==> config.mk <==
export PLATFORM = sky130hd
export DESIGN_NAME = muldiv_seq
export DESIGN_NICKNAME = d
export VERILOG_FILES = /design/src/rtl/muldiv_seq.sv
export SDC_FILE = /design/constraint.sdc
export NUM_CORES = 1
export LEC_CHECK = 0
export BUFFER_PORTS_ARGS = -buffer_cell sky130_fd_sc_hd__buf_2
export CORE_ASPECT_RATIO = 1.25
export CORE_UTILIZATION = 45
export DETAILED_ROUTE_END_ITERATION = 8
export PLACE_DENSITY = 0.73
export SYNTH_ARGS = -nofsm -noshare
export SYNTH_HDL_FRONTEND = slang
export SYNTH_SLANG_ARGS = --single-unit
==> constraint.sdc <==
create_clock -name clk -period 8.65 [get_ports clk]
set_input_delay 2.1625 -clock clk [delete_from_list [all_inputs] [get_ports clk]]
set_output_delay 2.1625 -clock clk [all_outputs]
set_load 0.005 [all_outputs]
==> src/rtl/muldiv_seq.sv <==
// muldiv_seq: iterative signed multiply / divide sequencer feeding HI/LO.
// One radix-2 step per clock (shift-add for mult, restoring division for div),
// then a sign-fix cycle. The result is held in hi_out/lo_out with a one-cycle
// done/hi_lo_wr strobe.
module muldiv_seq #(
    parameter int WIDTH = 32
) (
    input  logic             clk,
    input  logic             reset,
    input  logic             start,
    input  logic             op,
    input  logic [WIDTH-1:0] data_a,
    input  logic [WIDTH-1:0] data_b,
    output logic             busy,
    output logic             done,
    output logic             div_zero,
    output logic             hi_lo_wr,
    output logic [WIDTH-1:0] hi_out,
    output logic [WIDTH-1:0] lo_out
);

    localparam int CW = (WIDTH > 1) ? $clog2(WIDTH) : 1;

    typedef enum logic [1:0] {
        IDLE,
        RUN,
        FIX,
        DONE
    } state_t;

    state_t state;
    state_t state_next;

    // Latched operation context
    logic             op_r;
    logic             sign_a;
    logic             sign_b;
    logic             dz_r;
    logic [CW-1:0]    count;

    // opnd holds the multiplicand (mult) or the divisor (div) magnitude.
    // acc is the upper product half / partial remainder; mq is the
    // multiplier being consumed (mult) or the dividend turning into the
    // quotient (div).
    logic [WIDTH-1:0] opnd;
    logic [WIDTH-1:0] acc;
    logic [WIDTH-1:0] mq;

    // Combinational helpers
    logic [WIDTH-1:0]   mag_a;
    logic [WIDTH-1:0]   mag_b;
    logic               b_zero;
    logic [WIDTH:0]     mul_sum;
    logic [WIDTH-1:0]   mul_acc_n;
    logic [WIDTH-1:0]   mul_mq_n;
    logic [WIDTH:0]     div_shift;
    logic               div_ge;
    logic [WIDTH-1:0]   div_diff;
    logic [WIDTH-1:0]   div_acc_n;
    logic [WIDTH-1:0]   div_mq_n;
    logic [2*WIDTH-1:0] product;
    logic [2*WIDTH-1:0] product_s;
    logic [WIDTH-1:0]   quot_s;
    logic [WIDTH-1:0]   rem_s;

    // Operand magnitudes. A WIDTH-bit unsigned value already covers
    // 2^(WIDTH-1), so negating the most negative input still gives the
    // correct magnitude when read as unsigned.
    always_comb begin
        mag_a  = data_a[WIDTH-1] ? -data_a : data_a;
        mag_b  = data_b[WIDTH-1] ? -data_b : data_b;
        b_zero = (data_b == '0);
    end

    // One shift-add multiply step: conditional add into the upper half,
    // then shift the {carry, acc, mq} chain right by one.
    always_comb begin
        mul_sum   = {1'b0, acc} + (mq[0] ? {1'b0, opnd} : {(WIDTH+1){1'b0}});
        mul_acc_n = mul_sum[WIDTH:1];
        mul_mq_n  = {mul_sum[0], mq[WIDTH-1:1]};
    end

    // One restoring-division step: shift the next dividend bit into the
    // partial remainder and keep the trial difference when it does not
    // go negative. The partial remainder is always below the divisor, so
    // the kept difference fits in WIDTH bits.
    always_comb begin
        div_shift = {acc, mq[WIDTH-1]};
        div_ge    = (div_shift >= {1'b0, opnd});
        div_diff  = div_shift[WIDTH-1:0] - opnd;
        div_acc_n = div_ge ? div_diff : div_shift[WIDTH-1:0];
        div_mq_n  = {mq[WIDTH-2:0], div_ge};
    end

    // Sign correction of the unsigned results. The remainder follows the
    // dividend so that division truncates toward zero; the MIN / -1 case
    // naturally yields quotient 0x80..0 with remainder 0.
    always_comb begin
        product   = {acc, mq};
        product_s = (sign_a ^ sign_b) ? -product : product;
        quot_s    = (sign_a ^ sign_b) ? -mq : mq;
        rem_s     = sign_a ? -acc : acc;
    end

    // State register
    always_ff @(posedge clk or negedge reset) begin
        if (!reset) begin
            state <= IDLE;
        end else begin
            state <= state_next;
        end
    end

    // Next-state and strobe decode. Strobes come straight from the state
    // so that an asynchronous reset drops them immediately.
    always_comb begin
        state_next = state;
        busy       = 1'b0;
        done       = 1'b0;
        div_zero   = 1'b0;
        hi_lo_wr   = 1'b0;
        case (state)
            IDLE: begin
                if (start) begin
                    state_next = (!op && b_zero) ? DONE : RUN;
                end
            end
            RUN: begin
                busy = 1'b1;
                if (count == '0) begin
                    state_next = FIX;
                end
            end
            FIX: begin
                busy       = 1'b1;
                state_next = DONE;
            end
            DONE: begin
                busy       = 1'b1;
                done       = 1'b1;
                div_zero   = dz_r;
                hi_lo_wr   = !dz_r;
                state_next = IDLE;
            end
            default: begin
                state_next = IDLE;
            end
        endcase
    end

    // Datapath: latch operands on accept, iterate in RUN, publish the
    // signed result in FIX. hi_out/lo_out are untouched anywhere else.
    always_ff @(posedge clk or negedge reset) begin
        if (!reset) begin
            op_r   <= 1'b0;
            sign_a <= 1'b0;
            sign_b <= 1'b0;
            dz_r   <= 1'b0;
            count  <= '0;
            opnd   <= '0;
            acc    <= '0;
            mq     <= '0;
            hi_out <= '0;
            lo_out <= '0;
        end else begin
            case (state)
                IDLE: begin
                    if (start) begin
                        op_r   <= op;
                        sign_a <= data_a[WIDTH-1];
                        sign_b <= data_b[WIDTH-1];
                        dz_r   <= !op && b_zero;
                        count  <= CW'(WIDTH - 1);
                        acc    <= '0;
                        opnd   <= op ? mag_a : mag_b;
                        mq     <= op ? mag_b : mag_a;
                    end
                end
                RUN: begin
                    count <= count - CW'(1);
                    if (op_r) begin
                        acc <= mul_acc_n;
                        mq  <= mul_mq_n;
                    end else begin
                        acc <= div_acc_n;
                        mq  <= div_mq_n;
                    end
                end
                FIX: begin
                    if (op_r) begin
                        hi_out <= product_s[2*WIDTH-1:WIDTH];
                        lo_out <= product_s[WIDTH-1:0];
                    end else begin
                        hi_out <= rem_s;
                        lo_out <= quot_s;
                    end
                end
                DONE: begin
                    dz_r <= 1'b0;
                end
                default: begin
                end
            endcase
        end
    end

endmodule

==> insert_results.sql <==
INSERT INTO impl_metrics (metric_group, metric, value, unit) VALUES
('run_status', 'status', 'finished clean', ''),
('clock_network', 'cts-htree-levels', '4', ''),
('floorplanning', 'chipWidth', '165', 'um'),
('critical_path', 'critical-path-max-stage-delay', '550', 'ps'),
('clock_network', 'tritoncts_num_sinks', '171', ''),
('routing', 'avgViaCountPerCell', '6.12', ''),
('logic_synthesis', 'part_of_the_yosys_area_used_for_sequential_elements', '28.6', '%'),
('timing', 'grt_setup_unrepaired', 'false', ''),
('worst_hold_path', 'hold_depth', '2', ''),
('routing', 'wl_per_cell', '20.7', 'um'),
('timing', 'final-hold-violation-count', '0', ''),
('clock_network', 'cts_buffers', '17', ''),
('critical_path', 'regToRegSetupSlack', '4160', 'ps'),
('critical_path', 'r2r-start', 'acc[13]', ''),
('grt', 'grt_first_pass_wirelength', '77.4', 'mm'),
('logic_synthesis', 'synth-warning-count', '0', ''),
('clock_network', 'clock_pin_transition_on_the_worst_setup_and_hold_timing_paths', '70', 'ps'),
('timing', 'final_critical_path_setup_slack', '4070', 'ps'),
('clock_network', 'clk-insertion-delay-late', '460', 'ps'),
('grt', 'grt-ovfl-total', '0', ''),
('placement', 'place_ws', '3590', 'ps'),
('critical_path', 'timing.critical_path.arrival', '4900', 'ps'),
('critical_path', 'data_required_time_at_the_worst_endpoint', '8970', 'ps'),
('critical_path', 'reg2reg_depth', '11', ''),
('clock_network', 'tritoncts_clock_tree', 'built', ''),
('timing', 'final-max-slew-violation-count', '0', ''),
('timing', 'slew-limit-headroom', '11.6', '%'),
('clock_network', 'cts_repair_resize_count', '0', ''),
('layout', 'proportion_of_layout_cells_with_a_drive_suffix_above_1', '13.0', '%'),
('critical_path', 'critPathBufInv', '1', ''),
('power_and_ir_drop', 'total_power', '0.00704', 'W'),
('critical_path', 'critPathSlowestCell', 'or4_1', ''),
('logic_synthesis', 'synth_nets', '2057', ''),
('worst_hold_path', 'worst_hold_path_type', 'reg2reg', ''),
('floorplanning', 'io_pins', '136', ''),
('critical_path', 'critical_path.cell_chain', 'buf_2 -> or4_1 -> or3_1 -> or4_1 -> or2_2 -> o21ai_0 -> xor2_1 -> a211oi_1 -> a21oi_1 -> a21oi_1', ''),
('routing', 'detail_route.iter0.violations', '1262', ''),
('logic_synthesis', 'syn_area_per_cell', '7.81', 'um^2'),
('grt', 'grt_pass1_vias', '14000', ''),
('layout', 'final-seq-area', '0.00428', 'mm^2'),
('clock_network', 'cts_setup_buffers', '0', ''),
('clock_network', 'cts_max_path_buffers', '2', ''),
('grt', 'grt_antenna_before_repair', '0', ''),
('grt', 'largest_net_degree_at_the_start_of_global_routing', '117', ''),
('power_and_ir_drop', 'power.density', '427', 'mW/mm^2'),
('logic_synthesis', 'synth-edff-count', '0', ''),
('critical_path', 'dominant_delay_contributor_by_cell_family_on_the_critical_path', 'simple AND/OR/NAND/NOR gates', ''),
('timing', 'final-setup-viol-count', '0', ''),
('timing', 'clock_skew', '12.6', 'ps'),
('worst_hold_path', 'startpoint_of_the_tightest_hold_check_path', 'opnd[3]', ''),
('logic_synthesis', 'synth_largest_type_area_fraction', '28.6', '%'),
('routing', 'count_of_unresolved_drc_violations_after_routing', '0', ''),
('clock_network', 'ctsHoldBuffers', '0', ''),
('power_and_ir_drop', 'power.static_leakage', '6.97', 'nW'),
('floorplanning', 'die_area', '0.0339', 'mm^2'),
('floorplanning', 'die-height', '206', 'um'),
('layout', 'final.fill_count', '3198', ''),
('logic_synthesis', 'distinct_cell_type_count_of_the_synthesized_netlist', '87', ''),
('clock_network', 'clock-root-buffer', 'clkbuf_16', ''),
('floorplanning', 'initial_core_util', '45.7', '%'),
('logic_synthesis', 'postSynth.asyncResetShare', '100', '%'),
('floorplanning', 'num_rows', '74', ''),
('placement', 'placed_cells', '2364', ''),
('logic_synthesis', 'most_numerous_cell_types_in_the_synthesized_netlist', 'a21oi_1, nor2_1, dfrtp_1', ''),
('timing', 'fin_crit', '4580', 'ps'),
('routing', 'drt_first_pass_iters', '5', ''),
('placement', 'gp_routability_congestion', '0.949', ''),
('timing', 'max_clock_freq', '218', 'MHz'),
('routing', 'routed_wirelength', '49.5', 'mm'),
('layout', 'syn2layout_area_growth', '10.4', '%'),
('timing', 'post-route-period-util', '53.0', '%');
==> power breakdown <==
part           internal, W  total (W)  switching, W
clock network     0.000475   0.000840      0.000365
registers          0.00117    0.00168      0.000509
logic              0.00178    0.00452       0.00274
total              0.00343    0.00704       0.00361
==> through the flow <==
stage,hold WS (ps),utilization [%],area (um^2)
floorplan,450,-,14900
global placement,462,48.5,15800
detailed placement,471,48.5,15800
CTS,485,50.4,16500
global route,511,50.4,16500
finish,482,50.4,16500
==> cells in the final DEF, fill, tap and decap left out, drive strengths merged, types with 20 or more instances in the layout <==
cell type / count
or3: 22
o21ai: 161
dfrtp: 171
a211oi: 33
a21oi: 241
xor2: 74
a31oi: 20
xnor2: 99
buf: 152
nor2: 226
o211ai: 22
nand2: 142
ha: 75
mux2: 26
inv: 81
o31ai: 27
nand3: 36
a21o: 33
nor3: 51
mux2i: 22
==> final cells by class <==
class / count / share of cell area, %
Tap cell: 418 / 3.17
Clock inverter: 14 / 1.22
Multi-Input combinational cell: 1546 / 60.3
Clock buffer: 18 / 2.66
Inverter: 77 / 1.75
Sequential cell: 171 / 26.0
Timing Repair Buffer: 152 / 4.91
==> how the worst max path moves through the flow <==
stage | from | end | slack (ps) | cells past startpoint
floorplan | data_b[10] | mq[29] | 3900 | 9
global placement | data_b[10] | mq[26] | 3660 | 10
detailed placement | data_b[8] | mq[26] | 3590 | 10
CTS | data_b[8] | mq[26] | 4090 | 10
global route | data_b[8] | mq[22] | 3850 | 10
finish | data_b[10] | mq[22] | 4070 | 10
==> worst reg2reg max path, cell delays in order, from the launching register on <==
cell	delay [ps]
dfrtp_1	620
ha_1	550
and3_1	270
nand4_1	190
or4_1	520
nor4_1	380
or3b_2	210
nor3_1	50
nor2_1	640
buf_4	290
mux2_2	340
a221o_1	310
==> layer usage <==
metal	share of wire [%]	wire length [um]	vias to the layer above	track usage, %
met5	0	0	-	0
met4	7.8	3890	0	22.4
met3	5.0	2490	156	3.53
met1	39	19400	6963	35.4
li1	-	-	7019	-
met2	48	23800	529	49.8
==> cell families (layout without fill, tap and decap cells) <==
| kind of cell | Yosys count | count (layout) | share of synthesized area [%] |
|---|---|---|---|
| AO/OA/AOI/OAI | 643 | 643 | 26.6 |
| XOR/XNOR | 173 | 173 | 10.1 |
| adder cells (fa/ha/maj) | 77 | 77 | 6.55 |
| buffers and inverters | 195 | 261 | 4.98 |
| flip-flops | 171 | 171 | 28.6 |
| multiplexers | 48 | 48 | 3.43 |
| AND/OR/NAND/NOR | 605 | 605 | 19.6 |
==> flip-flops by register name (all words and copies together) (netlist names) <==
signal,count
op_r,1
state,2
lo_out,32
hi_out,32
count,5
dz_r,1
opnd,32
acc,32
sign_a,1
mq,32
sign_b,1
Power figures use the tool's default switching activity.
